$ cat src/rtl/hand_tally_if.sv
// Bus between the turn controller / card decoder side and hand_tally_ctrl.
// The master side drives the scan request and the decoded card values; the slave is the sequencer.
interface hand_tally_if #(
  parameter int HAND_MAX = 8
);
  logic                    start;
  logic                    abort;
  logic [2:0]              mode_in;
  logic [4*HAND_MAX-1:0]   hand_cards;
  logic [3:0]              hand_count;
  logic [2:0]              dec_buy;
  logic [2:0]              dec_action;
  logic [2:0]              dec_draw;
  logic [4:0]              dec_gold;
  logic [3:0]              card_stream;
  logic [2:0]              mode_out;
  logic                    busy;
  logic                    done;
  logic [3:0]              card_idx;
  logic [5:0]              tot_buy;
  logic [5:0]              tot_action;
  logic [5:0]              tot_draw;
  logic [7:0]              tot_gold;

  modport master (
    output start, abort, mode_in, hand_cards, hand_count,
           dec_buy, dec_action, dec_draw, dec_gold,
    input  card_stream, mode_out, busy, done, card_idx,
           tot_buy, tot_action, tot_draw, tot_gold
  );

  modport slave (
    input  start, abort, mode_in, hand_cards, hand_count,
           dec_buy, dec_action, dec_draw, dec_gold,
    output card_stream, mode_out, busy, done, card_idx,
           tot_buy, tot_action, tot_draw, tot_gold
  );
endinterface

$ cat src/rtl/hand_tally_ctrl.sv
// Walks a latched hand/shop row onto the card decoder and accumulates saturating turn totals.
// Optional macro SKIP_EMPTY_EN: empty slots (address 0) are skipped in one cycle without decoding.
//
// state | meaning
// IDLE  | waiting for start; totals and mode_out hold from the last scan
// ISSUE | present slot[card_idx] on card_stream
// WAIT  | let the card ROM read settle for ROM_LAT cycles
// ACCUM | add decoded values into the totals, advance or finish
// DONE  | one-cycle done pulse
module hand_tally_ctrl #(
  parameter int HAND_MAX = 8,
  parameter int ROM_LAT  = 1
) (
  input logic   clk,
  input logic   reset,
  hand_tally_if.slave bus
);
  localparam int IDX_W = (HAND_MAX > 1) ? $clog2(HAND_MAX) : 1;
  localparam int LAT_W = (ROM_LAT > 1) ? $clog2(ROM_LAT) : 1;
  localparam logic [3:0]       CNT_MAX  = 4'(HAND_MAX);
  localparam logic [LAT_W-1:0] LAT_LOAD = LAT_W'(ROM_LAT - 1);

  typedef enum logic [2:0] {IDLE, ISSUE, WAIT, ACCUM, DONE} state_t;

  state_t           state;
  logic [3:0]       slots [HAND_MAX];
  logic [3:0]       count_lat;
  logic [LAT_W-1:0] wait_cnt;
  logic [3:0]       card_stream_q;
  logic [2:0]       mode_q;
  logic             busy_q;
  logic             done_q;
  logic [3:0]       card_idx_q;
  logic [5:0]       tot_buy_q;
  logic [5:0]       tot_action_q;
  logic [5:0]       tot_draw_q;
  logic [7:0]       tot_gold_q;

  logic [3:0] count_clamped;
  logic [3:0] cur_slot;
  logic       last_card;

  assign count_clamped = (bus.hand_count > CNT_MAX) ? CNT_MAX : bus.hand_count;
  assign cur_slot      = slots[card_idx_q[IDX_W-1:0]];
  assign last_card     = (card_idx_q == count_lat - 4'd1);

  function automatic logic [5:0] sat6(input logic [5:0] a, input logic [2:0] b);
    logic [6:0] s;
    s = {1'b0, a} + {4'b0, b};
    return s[6] ? 6'h3f : s[5:0];
  endfunction

  function automatic logic [7:0] sat8(input logic [7:0] a, input logic [4:0] b);
    logic [8:0] s;
    s = {1'b0, a} + {4'b0, b};
    return s[8] ? 8'hff : s[7:0];
  endfunction

  always_ff @(posedge clk or posedge reset) begin
    if (reset) begin
      state         <= IDLE;
      for (int k = 0; k < HAND_MAX; k++) slots[k] <= '0;
      count_lat     <= '0;
      wait_cnt      <= '0;
      card_stream_q <= '0;
      mode_q        <= '0;
      busy_q        <= 1'b0;
      done_q        <= 1'b0;
      card_idx_q    <= '0;
      tot_buy_q     <= '0;
      tot_action_q  <= '0;
      tot_draw_q    <= '0;
      tot_gold_q    <= '0;
    end else if (bus.abort) begin
      // Partial totals are kept; only the sequencing is dropped.
      state  <= IDLE;
      busy_q <= 1'b0;
      done_q <= 1'b0;
    end else begin
      case (state)
        IDLE: begin
          done_q <= 1'b0;
          if (bus.start) begin
            mode_q    <= bus.mode_in;
            for (int k = 0; k < HAND_MAX; k++) slots[k] <= bus.hand_cards[4*k +: 4];
            count_lat    <= count_clamped;
            card_idx_q   <= '0;
            tot_buy_q    <= '0;
            tot_action_q <= '0;
            tot_draw_q   <= '0;
            tot_gold_q   <= '0;
            if (count_clamped != 4'd0) begin
              state  <= ISSUE;
              busy_q <= 1'b1;
            end else begin
              state  <= DONE;
              done_q <= 1'b1;
            end
          end
        end
        ISSUE: begin
`ifdef SKIP_EMPTY_EN
          if (cur_slot == 4'h0) begin
            if (last_card) begin
              state  <= DONE;
              busy_q <= 1'b0;
              done_q <= 1'b1;
            end else begin
              card_idx_q <= card_idx_q + 4'd1;
            end
          end else begin
            card_stream_q <= cur_slot;
            wait_cnt      <= LAT_LOAD;
            state         <= WAIT;
          end
`else
          card_stream_q <= cur_slot;
          wait_cnt      <= LAT_LOAD;
          state         <= WAIT;
`endif
        end
        WAIT: begin
          if (wait_cnt == '0) state <= ACCUM;
          else                wait_cnt <= wait_cnt - 1'b1;
        end
        ACCUM: begin
          tot_buy_q    <= sat6(tot_buy_q, bus.dec_buy);
          tot_action_q <= sat6(tot_action_q, bus.dec_action);
          tot_draw_q   <= sat6(tot_draw_q, bus.dec_draw);
          tot_gold_q   <= sat8(tot_gold_q, bus.dec_gold);
          if (last_card) begin
            state  <= DONE;
            busy_q <= 1'b0;
            done_q <= 1'b1;
          end else begin
            card_idx_q <= card_idx_q + 4'd1;
            state      <= ISSUE;
          end
        end
        DONE: begin
          done_q <= 1'b0;
          state  <= IDLE;
        end
        default: begin
          state  <= IDLE;
          busy_q <= 1'b0;
          done_q <= 1'b0;
        end
      endcase
    end
  end

  assign bus.card_stream = card_stream_q;
  assign bus.mode_out    = mode_q;
  assign bus.busy        = busy_q;
  assign bus.done        = done_q;
  assign bus.card_idx    = card_idx_q;
  assign bus.tot_buy     = tot_buy_q;
  assign bus.tot_action  = tot_action_q;
  assign bus.tot_draw    = tot_draw_q;
  assign bus.tot_gold    = tot_gold_q;
endmodule

$ cat src/flat_wrapper.sv
// flat-port wrapper written by rule: the top's interface ports become plain ports
module hand_tally_ctrl_flat 
#(
  parameter int HAND_MAX = 8,
  parameter int ROM_LAT  = 1
)
  (clk, reset, bus_start, bus_abort, bus_mode_in, bus_hand_cards, bus_hand_count, bus_dec_buy, bus_dec_action, bus_dec_draw, bus_dec_gold, bus_card_stream, bus_mode_out, bus_busy, bus_done, bus_card_idx, bus_tot_buy, bus_tot_action, bus_tot_draw, bus_tot_gold);
  hand_tally_if #(.HAND_MAX(HAND_MAX)) bus_i ();
  input logic clk;
  input logic reset;
  input wire logic [$bits(bus_i.start)-1:0] bus_start;
  input wire logic [$bits(bus_i.abort)-1:0] bus_abort;
  input wire logic [$bits(bus_i.mode_in)-1:0] bus_mode_in;
  input wire logic [$bits(bus_i.hand_cards)-1:0] bus_hand_cards;
  input wire logic [$bits(bus_i.hand_count)-1:0] bus_hand_count;
  input wire logic [$bits(bus_i.dec_buy)-1:0] bus_dec_buy;
  input wire logic [$bits(bus_i.dec_action)-1:0] bus_dec_action;
  input wire logic [$bits(bus_i.dec_draw)-1:0] bus_dec_draw;
  input wire logic [$bits(bus_i.dec_gold)-1:0] bus_dec_gold;
  output wire logic [$bits(bus_i.card_stream)-1:0] bus_card_stream;
  output wire logic [$bits(bus_i.mode_out)-1:0] bus_mode_out;
  output wire logic [$bits(bus_i.busy)-1:0] bus_busy;
  output wire logic [$bits(bus_i.done)-1:0] bus_done;
  output wire logic [$bits(bus_i.card_idx)-1:0] bus_card_idx;
  output wire logic [$bits(bus_i.tot_buy)-1:0] bus_tot_buy;
  output wire logic [$bits(bus_i.tot_action)-1:0] bus_tot_action;
  output wire logic [$bits(bus_i.tot_draw)-1:0] bus_tot_draw;
  output wire logic [$bits(bus_i.tot_gold)-1:0] bus_tot_gold;
  assign bus_i.start = bus_start;
  assign bus_i.abort = bus_abort;
  assign bus_i.mode_in = bus_mode_in;
  assign bus_i.hand_cards = bus_hand_cards;
  assign bus_i.hand_count = bus_hand_count;
  assign bus_i.dec_buy = bus_dec_buy;
  assign bus_i.dec_action = bus_dec_action;
  assign bus_i.dec_draw = bus_dec_draw;
  assign bus_i.dec_gold = bus_dec_gold;
  assign bus_card_stream = bus_i.card_stream;
  assign bus_mode_out = bus_i.mode_out;
  assign bus_busy = bus_i.busy;
  assign bus_done = bus_i.done;
  assign bus_card_idx = bus_i.card_idx;
  assign bus_tot_buy = bus_i.tot_buy;
  assign bus_tot_action = bus_i.tot_action;
  assign bus_tot_draw = bus_i.tot_draw;
  assign bus_tot_gold = bus_i.tot_gold;
  hand_tally_ctrl #(.HAND_MAX(HAND_MAX), .ROM_LAT(ROM_LAT)) u_core (.clk(clk), .reset(reset), .bus(bus_i));
endmodule
$ cat config.mk
export PLATFORM = sky130hd
export DESIGN_NAME = hand_tally_ctrl_flat
export DESIGN_NICKNAME = d
export VERILOG_FILES = /design/src/rtl/hand_tally_if.sv /design/src/rtl/hand_tally_ctrl.sv /design/src/flat_wrapper.sv
export SDC_FILE = /design/constraint.sdc
export NUM_CORES = 1
export LEC_CHECK = 0
export BUFFER_PORTS_ARGS = -buffer_cell sky130_fd_sc_hd__buf_2
export CAP_MARGIN = 15
export CORE_MARGIN = 5
export CORE_UTILIZATION = 50
export DETAILED_ROUTE_END_ITERATION = 16
export GPL_TIMING_DRIVEN = 0
export HOLD_SLACK_MARGIN = 0.06
export PLACE_DENSITY_LB_ADDON = 0.3
export SYNTH_ARGS = -nofsm -noshare
export SYNTH_HDL_FRONTEND = slang
export SYNTH_SLANG_ARGS = --single-unit
$ cat constraint.sdc
create_clock -name clk -period 2.75 [get_ports clk]
set_input_delay 0.1375 -clock clk [delete_from_list [all_inputs] [get_ports clk]]
set_output_delay 0.1375 -clock clk [all_outputs]
set_load 0.02 [all_outputs]
==> results.md, run 1 <==
* Slowest-stage cell, CP: dfrtp_1
* Launch point of the worst reg-to-reg path: u_core.bus.tot_gold[0]
* Tot GR Track Use at 0.216
* Critical Path Start Type: flip-flop
* CTS sink count at 78
* CP max stage delay at 0.40 ns
* Final min period at 2.19 ns
* Max frequency at 456 MHz
* Post-Synth Simple-Gate Area at 0.194
* Cts bufs inserted at 9
* Total gr overflow at 0
* HP Class: in2reg
* Power Dens Cells at 711 nW/um^2
* Final Setup Violations at 0
* Share of layout cells above drive strength 1 at 0.253
* First-pass GRT wire length at 17.5 mm
* Reg-to-reg endpoint: u_core.bus.tot_gold[5]
* Tcrit/Tclk final at 0.798
* Worst Hold Launch: bus_dec_gold[0]
* Row count at 33
* Number of synthesized flops with an enable pin at 0
* CTS tree: built
* Placeable Area at 8180 sq um
* CP Cell Sequence: ha_1, fa_1, a21oi_1, o21ai_0, and4_1, a221o_1
* Cells after Synth at 443
* Cell with the most instances after synthesis: nand2_1
* Sequential area share after synthesis at 0.465
* Hpwl dp at 7.47 mm
* Post-synth top area share at 0.465
* Non-Filler Instances at 700
* Unrepaired setup endpoints after global routing: no
* Post-CTS Resized at 0
* Clock Path Buffers at 2
* Slew HR at 0.408
* Arr. time, crit path at 2.42 ns
* Die height at 102 microns
* Worst-skew pair later-pin latency at 0.34 ns
* Commonest cells post-synth: nand2_1, dfrtp_1, a21oi_1
* Yosys warnings at 0
* CP Buf/Inv Count at 0
* H-tree depth at 3
* Xor/xnor cell area share of the yosys netlist at 0.0286
* Mux contribution to synthesized area at 0.0632
* Hold Path Cell Cnt at 4
* Clock Skew at 0.00865 ns
* Reg area at 1950 sq um
* Max_cap viols at 0
* FFs w/ async S/R, synth at 1.00
* Initial antenna violation count at 0
* Net count after synthesis at 520
* # Post-CTS Setup Buffers at 0
* Primary FF master, synth: dfrtp_1
* Largest net degree at the start of global routing at 51
* DRC at 0
* Hold endpoint: u_core.bus.tot_gold[0]
* CTS Root Cell: clkbuf_8
* Port bufs at 95
* Area Growth Syn to Fin at 30.6%
* Main combinational cell family by area after synthesis: simple AND/OR/NAND/NOR gates
* Final Hold Viols at 0
* Via count at 3706
* Initial DRC count at 194
* Cell taking the most area after synthesis: dfrtp_1
* Initial Utilization at 0.513
* Final setup TNS at 0 ns
* Syn Area/Cell at 9.47 sq um
* R2R setup slack at 0.56 ns
* Adder-Cell Fraction of Synth Area at 0.0668
* Routed WL per cell at 15.2 microns
* Synth Area in Compound Gates at 0.137
* Levels on crit path at 6
* Die area at 10300 sq um
* Fillers at 654
* Top post-synthesis cells by area: dfrtp_1, nand2_1, ha_1, mux4_2, a21oi_1
* P_leak at 2.90 nW
* Crit. End Element: flip-flop
* Peak VDD IR at 0.000364 V
* Top Ports at 96
* Multi-input logic area at 2050 sq um
* Die X at 102 microns
* Routability cong. at 0.857
* TritonRoute pass-1 iters at 4
* Max-slew violations at 0
* Clk pin slew, worst setup/hold paths at 0.08 ns
* Tightest Pin Transition at 0.881 ns
* Antenna viol nets, final at 0
* FF-to-FF path depth at 6
* Crit path max-delay family: compound AO/OA/AOI/OAI gates
* Critical setup path kind: reg2reg
* CP required at 2.97 ns
* Run status: completed
* Number of library cell types mapped by synthesis at 51
* Cell Area, Synth at 4190 sq um
* Final WL at 10.6 mm
* CP max FO at 6
* Placed insts at 644
* Via density at 5.29
* Synthesis-stage register bit count at 78
* Nets at 667
* Vias in the first global route at 3719
[registers in the layout (all words and copies together) (netlist names), 3 cells and up]
name / flops
u_core.bus.card_idx: 4
u_core.bus.card_stream: 4
u_core.bus.mode_out: 3
u_core.bus.tot_action: 6
u_core.bus.tot_buy: 6
u_core.bus.tot_draw: 6
u_core.bus.tot_gold: 8
u_core.count_lat: 4
u_core.slots: 32
u_core.state: 3
[cell usage in the layout, fill, tap and decap left out, types with 3 or more instances in the layout]
master and instances:
buf_2 107, o21ai_0 18, nor3_1 9, fa_1 4
mux2i_1 7, a31oi_1 9, clkbuf_8 10, mux4_2 8
nand3_1 8, clkbuf_1 4, a211oi_1 4, bufinv_16 3
dlygate4sd3_1 40, nor2_1 18, xor2_1 6, a21oi_1 26
nand4_1 5, nand2b_1 3, ha_1 16, nand3b_1 3
xnor2_1 5, a21o_1 16, inv_1 22, dfrtp_1 78
nand2_1 124
[metrics by stage]
step / power, mW / instance area [sq um] / setup slack, ns / hold slack, ns / utilization
2_1_floorplan: 2.46 / 4190 / 0.617 / 0.243 / -
3_3_place_gp: 2.76 / 4800 / -0.338 / 0.326 / 0.587
3_5_place_dp: 2.83 / 4830 / 0.579 / 0.174 / 0.591
4_1_cts: 3.92 / 5480 / 0.556 / 0.147 / 0.670
5_1_grt: 4.15 / 5480 / 0.437 / 0.169 / 0.670
6_report: 3.90 / 5480 / 0.556 / 0.150 / 0.670
[worst reg2reg max path: cells and delay by family, from the launching register on]
kind                       cells  cell delay (ns)
AOI/OAI and AO/OA              3             0.72
and+or+nand+nor                1             0.30
DFF                            1             0.40
adders and majority gates      2             0.64
[routing by layer]
metal,track usage,routed length (microns),vias to the layer above
met5,0,0,-
met4,0.0706,180,0
met3,0.0455,662,16
met2,0.352,5190,109
met1,0.290,4580,1780
li1,-,-,1801
[worst max-delay path by stage]
stage / start / to / slack [ns]
global placement: reset / u_core.bus.done / -0.34
global route: u_core.bus.tot_gold[0] / u_core.bus.tot_gold[5] / 0.44
floorplan: reset / u_core.bus.busy / 0.62
finish: u_core.bus.tot_gold[0] / u_core.bus.tot_gold[5] / 0.56
CTS: u_core.bus.tot_gold[0] / u_core.bus.tot_gold[5] / 0.56
detailed placement: u_core.bus.tot_gold[0] / u_core.bus.tot_gold[5] / 0.58
[cells by family (layout without fill, tap and decap cells)]
logic type	after synthesis	after routing
multiplexers	16	16
XOR/XNOR	12	12
adder cells (fa/ha/maj)	20	20
AO/OA/AOI/OAI	89	89
AND/OR/NAND/NOR	186	186
buffers and inverters	42	193
flip-flops	78	78
other	0	1
[final cells by class]
type / count / share of cell area
repair buffers: 136 / 0.165
clock buffers: 10 / 0.0251
clock inverters: 5 / 0.0196
plain buffers: 19 / 0.0187
flip-flops and latches: 78 / 0.356
diodes: 1 / 0.000457
well taps: 105 / 0.0240
inverters: 23 / 0.0162
multi-input cells: 323 / 0.375
[power breakdown]
part / total (mW) / internal, mW / switching (mW)
Combinational: 1.22 / 0.537 / 0.684
Clock: 1.05 / 0.626 / 0.420
Sequential: 1.63 / 1.44 / 0.191
Total: 3.90 / 2.60 / 1.30
[what timing repair did]
item                       in CTS  in global routing
setup endpoints to repair       0                  0
hold endpoints to repair       67                  0
hold buffers                   40                  0
Power figures use the tool's default switching activity.
==> run 2, diff against run 1 <==
- ABC_AREA: unset -> 1
- clock period: 2.75 -> 2.2 ns (I/O delays scaled with it)
==> results.md, run 2 <==
* Run status: completed
* Design area at 5620 sq um (+2.6%)
* Hpwl dp at 8.09 mm (+8.2%)
* Routed WL per cell at 14.0 microns (-7.9%)
* Core Util, Final at 0.651 (-0.0191)
* Unrepaired setup endpoints after global routing: no
* Via count at 4139 (+12%)
* Cells after Synth at 553 (+25%)
* Dpl ws at 0.219 ns (-0.359 ns)
* HP Class: in2reg
* Number of library cell types mapped by synthesis at 34 (-33%)
* Sequential area share after synthesis at 0.446 (-0.0197)
* Slew HR at 0.685 (+0.277)
* # Post-CTS Setup Buffers at 0 (unchanged)
* Commonest cells post-synth: nand2_1, dfrtp_1, inv_1
* CP Buf/Inv Count at 3 (+3)
* Placeable Area at 8640 sq um (+5.6%)
* Yosys warnings at 0 (unchanged)
* Share of layout cells above drive strength 1 at 0.222 (-0.0309)
* Clock Path Buffers at 2 (unchanged)
* Biggest register: u_core.slots
* Max-slew violations at 0 (unchanged)
* CTS Root Cell: clkbuf_8
* CP most frequent cell: inv_1
* Placed Area at 5020 sq um (+3.9%)
* Total power draw at 4.27 mW (+9.7%)
* Clock Skew at 0.0125 ns (+0.00386 ns)
* Die area at 10700 sq um (+4.0%)
* Die height at 104 microns (+2.0%)
* Port bufs at 95 (unchanged)
* Total gr overflow at 0 (unchanged)
* Nets at 776 (+16%)
* CTS tree: built
* CP Cell Sequence: ha_1, inv_1, fa_1, inv_1, nand2_1, nand2_1, inv_1, nor3_1, o21ai_0, o21ai_0
* Die X at 104 microns (+2.0%)
* Critical Path Start Type: flip-flop
* Routability cong. at 0.863 (+0.67%)
* Cts bufs inserted at 9 (unchanged)
* Worst hold margin at 0.0683 ns (-0.0817 ns)
* Peak VDD IR at 0.000411 V (+13%)
* Non-Filler Instances at 812 (+16%)
* Final Hold Viols at 0 (unchanged)
* Row count at 34 (+3.0%)
* CP max FO at 5 (-1)
* Net count after synthesis at 630 (+21%)
* H-tree depth at 3 (unchanged)
* Initial Utilization at 0.507 (-0.00591)
* TritonRoute pass-1 iters at 4 (unchanged)
* Primary FF master, synth: dfrtp_1
* Post-synth top area share at 0.446 (-0.0197)
* Number of synthesized flops with an enable pin at 0 (unchanged)
* Diodes inserted at 0 (-1)
* Via density at 5.10 (-3.7%)
* FFs w/ async S/R, synth at 1.00 (unchanged)
* Fillers at 738 (+13%)
* Arr. time, crit path at 2.20 ns (-0.22 ns)
* Cell taking the most area after synthesis: dfrtp_1
* Commonest non-fill, non-tap cells in the layout: nand2_1, buf_2, dfrtp_1, inv_1, o21ai_0
* Synthesis-stage register bit count at 78 (unchanged)
* First-pass GRT wire length at 19.3 mm (+9.8%)
* Max reg flops at 32 (unchanged)
* Antenna viol nets, final at 0 (unchanged)
* Cell with the most instances after synthesis: nand2_1
* Crit. End Element: flip-flop
* Worst-skew pair later-pin latency at 0.35 ns (about the same)
* Placed insts at 757 (+18%)
* Vias in the first global route at 4177 (+12%)
* Tightest Pin Transition at 0.468 ns (-0.413 ns)
* Final WL at 11.3 mm (+6.8%)
* Final Setup Violations at 0 (unchanged)
* Initial antenna violation count at 1 (+1)
* Area Growth Syn to Fin at 28.4%
* Slowest-stage cell, CP: dfrtp_1
* CP required at 2.47 ns (-0.50 ns)
* Final WS setup at 0.268 ns (-0.288 ns)
* Largest net degree at the start of global routing at 70 (+37%)
* Final setup TNS at 0 ns (unchanged)
* Syn Area/Cell at 7.92 sq um (-16%)
* Final min period at 1.93 ns (-0.262 ns)
* Power Dens Cells at 760 nW/um^2 (+6.9%)
* Crit path max-delay family: adder cells
* Clk pin slew, worst setup/hold paths at 0.09 ns (about the same)
* Initial DRC count at 144 (-26%)
* Critical setup path kind: reg2reg
* Top post-synthesis cells by area: dfrtp_1, nand2_1, o21ai_0, inv_1, ha_1
* P_leak at 3.05 nW (+5.0%)
* CP max stage delay at 0.39 ns (about the same)
* Max frequency at 518 MHz (+14%)
* Commonest non-fill, non-tap cell in the layout: nand2_1
* Top Ports at 96 (unchanged)
* Tot GR Track Use at 0.214 (-0.00237)
* CTS sink count at 78 (unchanged)
* DRC at 0 (unchanged)
* Cell Area, Synth at 4380 sq um (+4.4%)
* Tcrit/Tclk final at 0.878 (+0.0802)
* Max_cap viols at 0 (unchanged)
## run 2: cell types whose count changed in the layout (fill, tap and decap cells not counted), moves of 8 or more
cell / before / now
nand3_1: 8 / 35
a31oi_1: 9 / 1
a21oi_1: 26 / 15
a21o_1: 16 / 0
nor3_1: 9 / 1
inv_1: 22 / 71
buf_2: 107 / 99
mux4_2: 8 / 0
o211ai_1: 0 / 10
nand2_1: 124 / 180
o21ai_0: 18 / 58
## run 2: final cells by class
| cell class | count | area (sq um) | share of cell area |
|---|---|---|---|
| Buffer | 19 | 148 | 0.0263 |
| Clock inverter | 7 | 78.8 | 0.0140 |
| Inverter | 77 | 294 | 0.0523 |
| Timing Repair Buffer | 135 | 893 | 0.159 |
| Sequential cell | 78 | 1950 | 0.347 |
| Multi-Input combinational cell | 379 | 2000 | 0.355 |
| Tap cell | 108 | 135 | 0.0240 |
| Clock buffer | 9 | 124 | 0.0220 |
## run 2: kinds of logic (layout without fill, tap and decap cells)
logic type	count (synthesis)	after routing	synth area share
AO/OA/AOI/OAI	96	96	0.124
adder cells (fa/ha/maj)	20	20	0.0640
XOR/XNOR	11	11	0.0220
flip-flops	78	78	0.446
AND/OR/NAND/NOR	252	252	0.244
buffers and inverters	96	247	0.100
## run 2: path summary, 6_finish.rpt
check / to / slack, ns / start / cells after the start
max: u_core.bus.tot_buy[5] / 0.27 / u_core.bus.tot_buy[0] / 10
min: u_core.count_lat[2] / 0.07 / bus_hand_count[3] / 4
max reg2reg: u_core.bus.tot_buy[5] / 0.27 / u_core.bus.tot_buy[0] / 10
min reg2reg: u_core.bus.busy / 0.47 / u_core.bus.busy / 2
max in group asynchronous: u_core.bus.mode_out[0] / 1.43 / reset / 4
min in group asynchronous: u_core.bus.tot_action[2] / 0.21 / reset / 3
## run 2: metal layers
| layer | wire length [microns] | GRT usage | up-vias |
|---|---|---|---|
| met5 | 7 | 0 | - |
| met4 | 120 | 0.0553 | 2 |
| met3 | 722 | 0.0566 | 13 |
| met2 | 5810 | 0.379 | 124 |
| met1 | 4680 | 0.255 | 1946 |
| li1 | - | - | 2054 |
## run 2: where the power goes
part	switching [mW]	internal (mW)
Combinational	0.764	0.499
Sequential	0.161	1.73
Clock	0.576	0.541
Total	1.50	2.77
## run 2: what timing repair did
action                                  4_1_cts  5_1_grt
endpoints found under the setup margin        0        2
hold buffers                                 39        0
endpoints found under the hold margin       116        0
resized for setup                             0        2
## run 2: worst min-delay path, stage by stage
cell and delay [ns]:
buf_2 0.11, nor2_4 0.04, nand2_1 0.05, o21ai_0 0.07
